==> src/rtl/toggle_edge_tracker.sv <==
// Per-bit rise/fall detector with a sticky coverage mask and covered-event count.
// Optional build macro TOGGLE_FIRST_HIT_EN: report each event only on its first hit since reset/clear.
module toggle_edge_tracker #(
  parameter int WIDTH = 16,
  parameter int CNT_W = 6
) (
  input  logic                 clock,
  input  logic                 reset,
  input  logic                 en,
  input  logic [WIDTH-1:0]     sig,
  input  logic                 clear,
  output logic [2*WIDTH-1:0]   valid,
  output logic [CNT_W-1:0]     covered_cnt,
  output logic                 all_covered
);

  typedef enum logic {INIT, TRACK} state_t;

  state_t             state_reg;
  logic [WIDTH-1:0]   prev_reg;
  logic [2*WIDTH-1:0] seen_reg;

  logic               sample_live;
  logic [WIDTH-1:0]   rise;
  logic [WIDTH-1:0]   fall;
  logic [2*WIDTH-1:0] hits;
  logic [2*WIDTH-1:0] seen_base;
  logic [2*WIDTH-1:0] seen_next;
  logic [2*WIDTH-1:0] report_next;
  logic [CNT_W-1:0]   cnt_next;
  logic               all_next;

  // Edges only count once a priming sample exists and the current cycle is enabled.
  assign sample_live = en && (state_reg == TRACK);

  generate
    for (genvar gi = 0; gi < WIDTH; gi++) begin : g_edge
      assign rise[gi] = sample_live & ~prev_reg[gi] &  sig[gi];
      assign fall[gi] = sample_live &  prev_reg[gi] & ~sig[gi];
    end
  endgenerate

  assign hits      = {fall, rise};
  assign seen_base = clear ? '0 : seen_reg;
  assign seen_next = seen_base | hits;

`ifdef TOGGLE_FIRST_HIT_EN
  assign report_next = hits & ~seen_base;
`else
  assign report_next = hits;
`endif

  always_comb begin
    cnt_next = '0;
    for (int i = 0; i < 2*WIDTH; i++) begin
      cnt_next = cnt_next + CNT_W'(seen_next[i]);
    end
  end

  assign all_next = (cnt_next == CNT_W'(2*WIDTH));

  always_ff @(posedge clock) begin
    if (reset) begin
      state_reg   <= INIT;
      prev_reg    <= '0;
      seen_reg    <= '0;
      valid       <= '0;
      covered_cnt <= '0;
      all_covered <= 1'b0;
    end else begin
      case (state_reg)
        INIT: begin
          if (en) begin
            prev_reg  <= sig;
            state_reg <= TRACK;
          end
        end
        TRACK: begin
          if (en) begin
            prev_reg <= sig;
          end
        end
        default: state_reg <= INIT;
      endcase
      seen_reg    <= seen_next;
      valid       <= report_next;
      covered_cnt <= cnt_next;
      all_covered <= all_next;
    end
  end

endmodule

==> config.mk <==
export PLATFORM = sky130hd
export DESIGN_NAME = toggle_edge_tracker
export DESIGN_NICKNAME = d
export VERILOG_FILES = /design/src/rtl/toggle_edge_tracker.sv
export SDC_FILE = /design/constraint.sdc
export NUM_CORES = 1
export LEC_CHECK = 0
export CAP_MARGIN = 20
export CORE_ASPECT_RATIO = 0.9
export CORE_MARGIN = 5
export CORE_UTILIZATION = 55
export CTS_BUF_LIST = sky130_fd_sc_hd__clkbuf_2
export CTS_CLUSTER_SIZE = 10
export DETAILED_ROUTE_END_ITERATION = 8
export GPL_TIMING_DRIVEN = 0
export MAX_ROUTING_LAYER = met4
export PLACE_DENSITY = 0.85
export REMOVE_ABC_BUFFERS = 1
export SLEW_MARGIN = 20
export SYNTH_ARGS = -nofsm -noshare
export SYNTH_HDL_FRONTEND = slang
export SYNTH_SLANG_ARGS = --single-unit
==> constraint.sdc <==
create_clock -name clock -period 6.55 [get_ports clock]
set_input_delay 0.9825 -clock clock [delete_from_list [all_inputs] [get_ports clock]]
set_output_delay 0.9825 -clock clock [all_outputs]
set_load 0.01 [all_outputs]
==> key figures <==
Clock network
  • CTS root buf: clkbuf_2
  • # resized after CTS: 0
  • H-tree depth: 3
  • Latest clock arrival within the worst-skew pair: 0.56 ns
  • # clock sinks: 88
  • CTS Hold Bufs: 0
  • Clk pin slew, worst setup/hold paths: 0.21 ns
  • Num CTS Buffers: 9
  • CTS tree: done
  • Clock buffer depth: 2
  • # Post-CTS Setup Buffers: 0

STA
  • Setup Viol. Count Final: 0
  • Clock Skews: between 0.02 and 0.03 ns
  • Hold_ws: 0.4999 ns
  • Slew @ Worst Pin: 0.6525 ns
  • Period utilization: 93.38%
  • PnR worst setup slack: ~0.43 ns
  • RSZ-0062 raised after global routing: no
  • Setup_tns: 0 ns
  • Final Max Tran Viols: 0
  • F_max: 163.5 MHz
  • Slew margin rel.: 56.44%
  • Tmin final: 6.116 ns
  • Final hold violations: 0

Setup path
  • Crit Path Class: input pin to register
  • Setup crit end kind: register
  • Data arrival, critical path: 6.60 ns
  • CP startpoint: en
  • Crit Reg-Reg Startpoint: state_reg
  • Worst-path fanout max: 20
  • CP Launch Type: input pin
  • CP required: between 7 and 8 ns

Finish
  • Layout Nets: 449
  • Synth-to-layout area growth: 19.76%
  • Non-Filler Instances: about 490
  • # diodes: 0
  • Commonest non-fill, non-tap cells in the layout: dfxtp_1 (88), clkdlybuf4s50_1 (56), nor2_1 (51), inv_1 (37), fa_1 (24)
  • Core Util, Final: 68.25%
  • Post-route design area: about 4500 um^2
  • Commonest non-fill, non-tap cell in the layout: dfxtp_1
  • Layout cells sized above 1: around 9.7%
  • Layout fillers: 519

Logic synthesis
  • EDFF count, synth: 0
  • Sequential share of the synthesized area: 46.44%
  • Syn Std Cell Area: around 3800 um^2
  • Predominant post-synthesis flop cell: dfxtp_1
  • Syn Area/Cell: 11.00 um^2
  • Syn Inst Count: 345
  • Ys Warns: 0
  • Synth cell types: 33
  • Flops & latches, synth: 88
  • Post-synth ARST share: 0%

Place
  • Routability cong.: 0.7647
  • Pre-CTS WS: -0.4164 ns
  • IO Port Bufs: 58
  • Post-placement cell count: between 400 and 500
  • Hpwl dp: 4995 um
  • Area of placed instances: about 4400 um^2

GRT
  • Pin count of the biggest net entering global routing: 42
  • Global route overflow: 0
  • GRT met2 Usage: 28.44%
  • Initial antenna violation count: 0
  • Layer with the highest usage: met2
  • M1 GR Usage: 21.52%
  • Met3 usage: around 5.4%
  • GRT Util Overall: 17.77%
  • First-pass GRT wire length: 11720 um
  • Number of global-route vias before repair: 2507

Routing
  • Drt wl/cell: 14.09 um
  • Total wire length: 6944 um
  • Detailed-route via count: roughly 2500
  • DR pass1 iterations: 4
  • Initial drt markers: 75
  • DRT antenna net count: 0
  • Residual DRC: 0
  • DR vias/cell: 5.024

Floorplan
  • Floorplan row count: 28
  • Core outline area: about 6700 um^2
  • Chip Width: 97.55 um
  • Num ports: 59
  • Die Ht: ~90 um
  • Die footprint: ~8700 um^2
  • Starting Density: 56.99%

Job
  • MaxCap Viol Count: 0

Outcome
  • Status: completed

Worst hold path
  • Tightest Hold Check Type: register to register
  • Hold Startpoint: prev_reg[6]

Power
  • Total leakage power: between 1.5 and 2 nW
  • Tot Pwr: 1.088 mW
  • P per Cell Area: 239.6 nW/um^2
  • Peak supply drop: 0.2361 mV
[final timing paths]
check	depth (start not counted)	end	slack, ns
worst max-delay path	18	covered_cnt[4]	0.43
worst min-delay path	1	valid[6]	0.50
worst max register to register	17	covered_cnt[4]	1.07
worst min register to register	1	valid[6]	0.50
[critical path: stages]
cell       delay [ns]
buf_2            0.48
nand2_2          0.40
o2bb2ai_1        0.37
fa_1             0.50
fa_1             0.54
inv_1            0.05
fa_1             0.47
inv_1            0.05
fa_1             0.49
inv_1            0.05
fa_1             0.49
fa_1             0.50
inv_1            0.04
ha_1             0.22
fa_1             0.40
a21o_1           0.19
a21o_1           0.20
mux2i_1          0.15
[area by class of cell]
type / instances / area [um^2] / area share [%]
clock inverters: 5 / 105.1 / 2.313
clock buffers: 11 / 55.05 / 1.212
flip-flops and latches: 88 / 1762 / 38.78
multi-input cells: 202 / 1775 / 39.08
repair buffers: 59 / 590.6 / 13.00
well taps: 90 / 112.6 / 2.479
inverters: 38 / 142.6 / 3.140
[layer usage]
metal / wire [um] / vias up
li1: - / 1224
met5: 0 / -
met1: 3217 / 1183
met2: 3206 / 59
met4: 95 / 0
met3: 424 / 11
[synthesized netlist by cell type, types with 2 or more instances]
| library cell | n | share of area, % |
|---|---|---|
| nand2b_1 | 21 | 3.5 |
| dfxtp_1 | 88 | 46 |
| buf_6 | 4 | 1.2 |
| inv_1 | 38 | 3.8 |
| a21o_1 | 2 | 0.40 |
| nor3_1 | 8 | 1.1 |
| nor2b_1 | 22 | 3.6 |
| nor3b_1 | 2 | 0.40 |
| clkbuf_1 | 6 | 0.59 |
| fa_1 | 24 | 13 |
| a32oi_1 | 2 | 0.46 |
| o2bb2ai_1 | 20 | 4.6 |
| nor3b_2 | 4 | 1.3 |
| ha_1 | 7 | 2.3 |
| mux2i_1 | 17 | 4.5 |
| buf_2 | 4 | 0.53 |
| nor2_1 | 51 | 5.0 |
| a32oi_2 | 10 | 4.3 |
[report_power, final]
group	switching, mW	total, mW	internal (mW)
Clock	0.177	0.344	0.167
Combinational	0.0975	0.180	0.0824
Sequential	0.00858	0.564	0.555
Total	0.283	1.09	0.805
[logic make-up (layout without fill, tap and decap cells)]
family	after synthesis	count (layout)	synth area share (%)
AND/OR/NAND/NOR	115	115	16.46
flip-flops	88	88	46.44
AO/OA/AOI/OAI	38	38	10.65
XOR/XNOR	1	1	0.2309
buffers and inverters	55	113	6.761
multiplexers	17	17	4.485
adder cells (fa/ha/maj)	31	31	14.97
(Power assumes the default switching activity.)
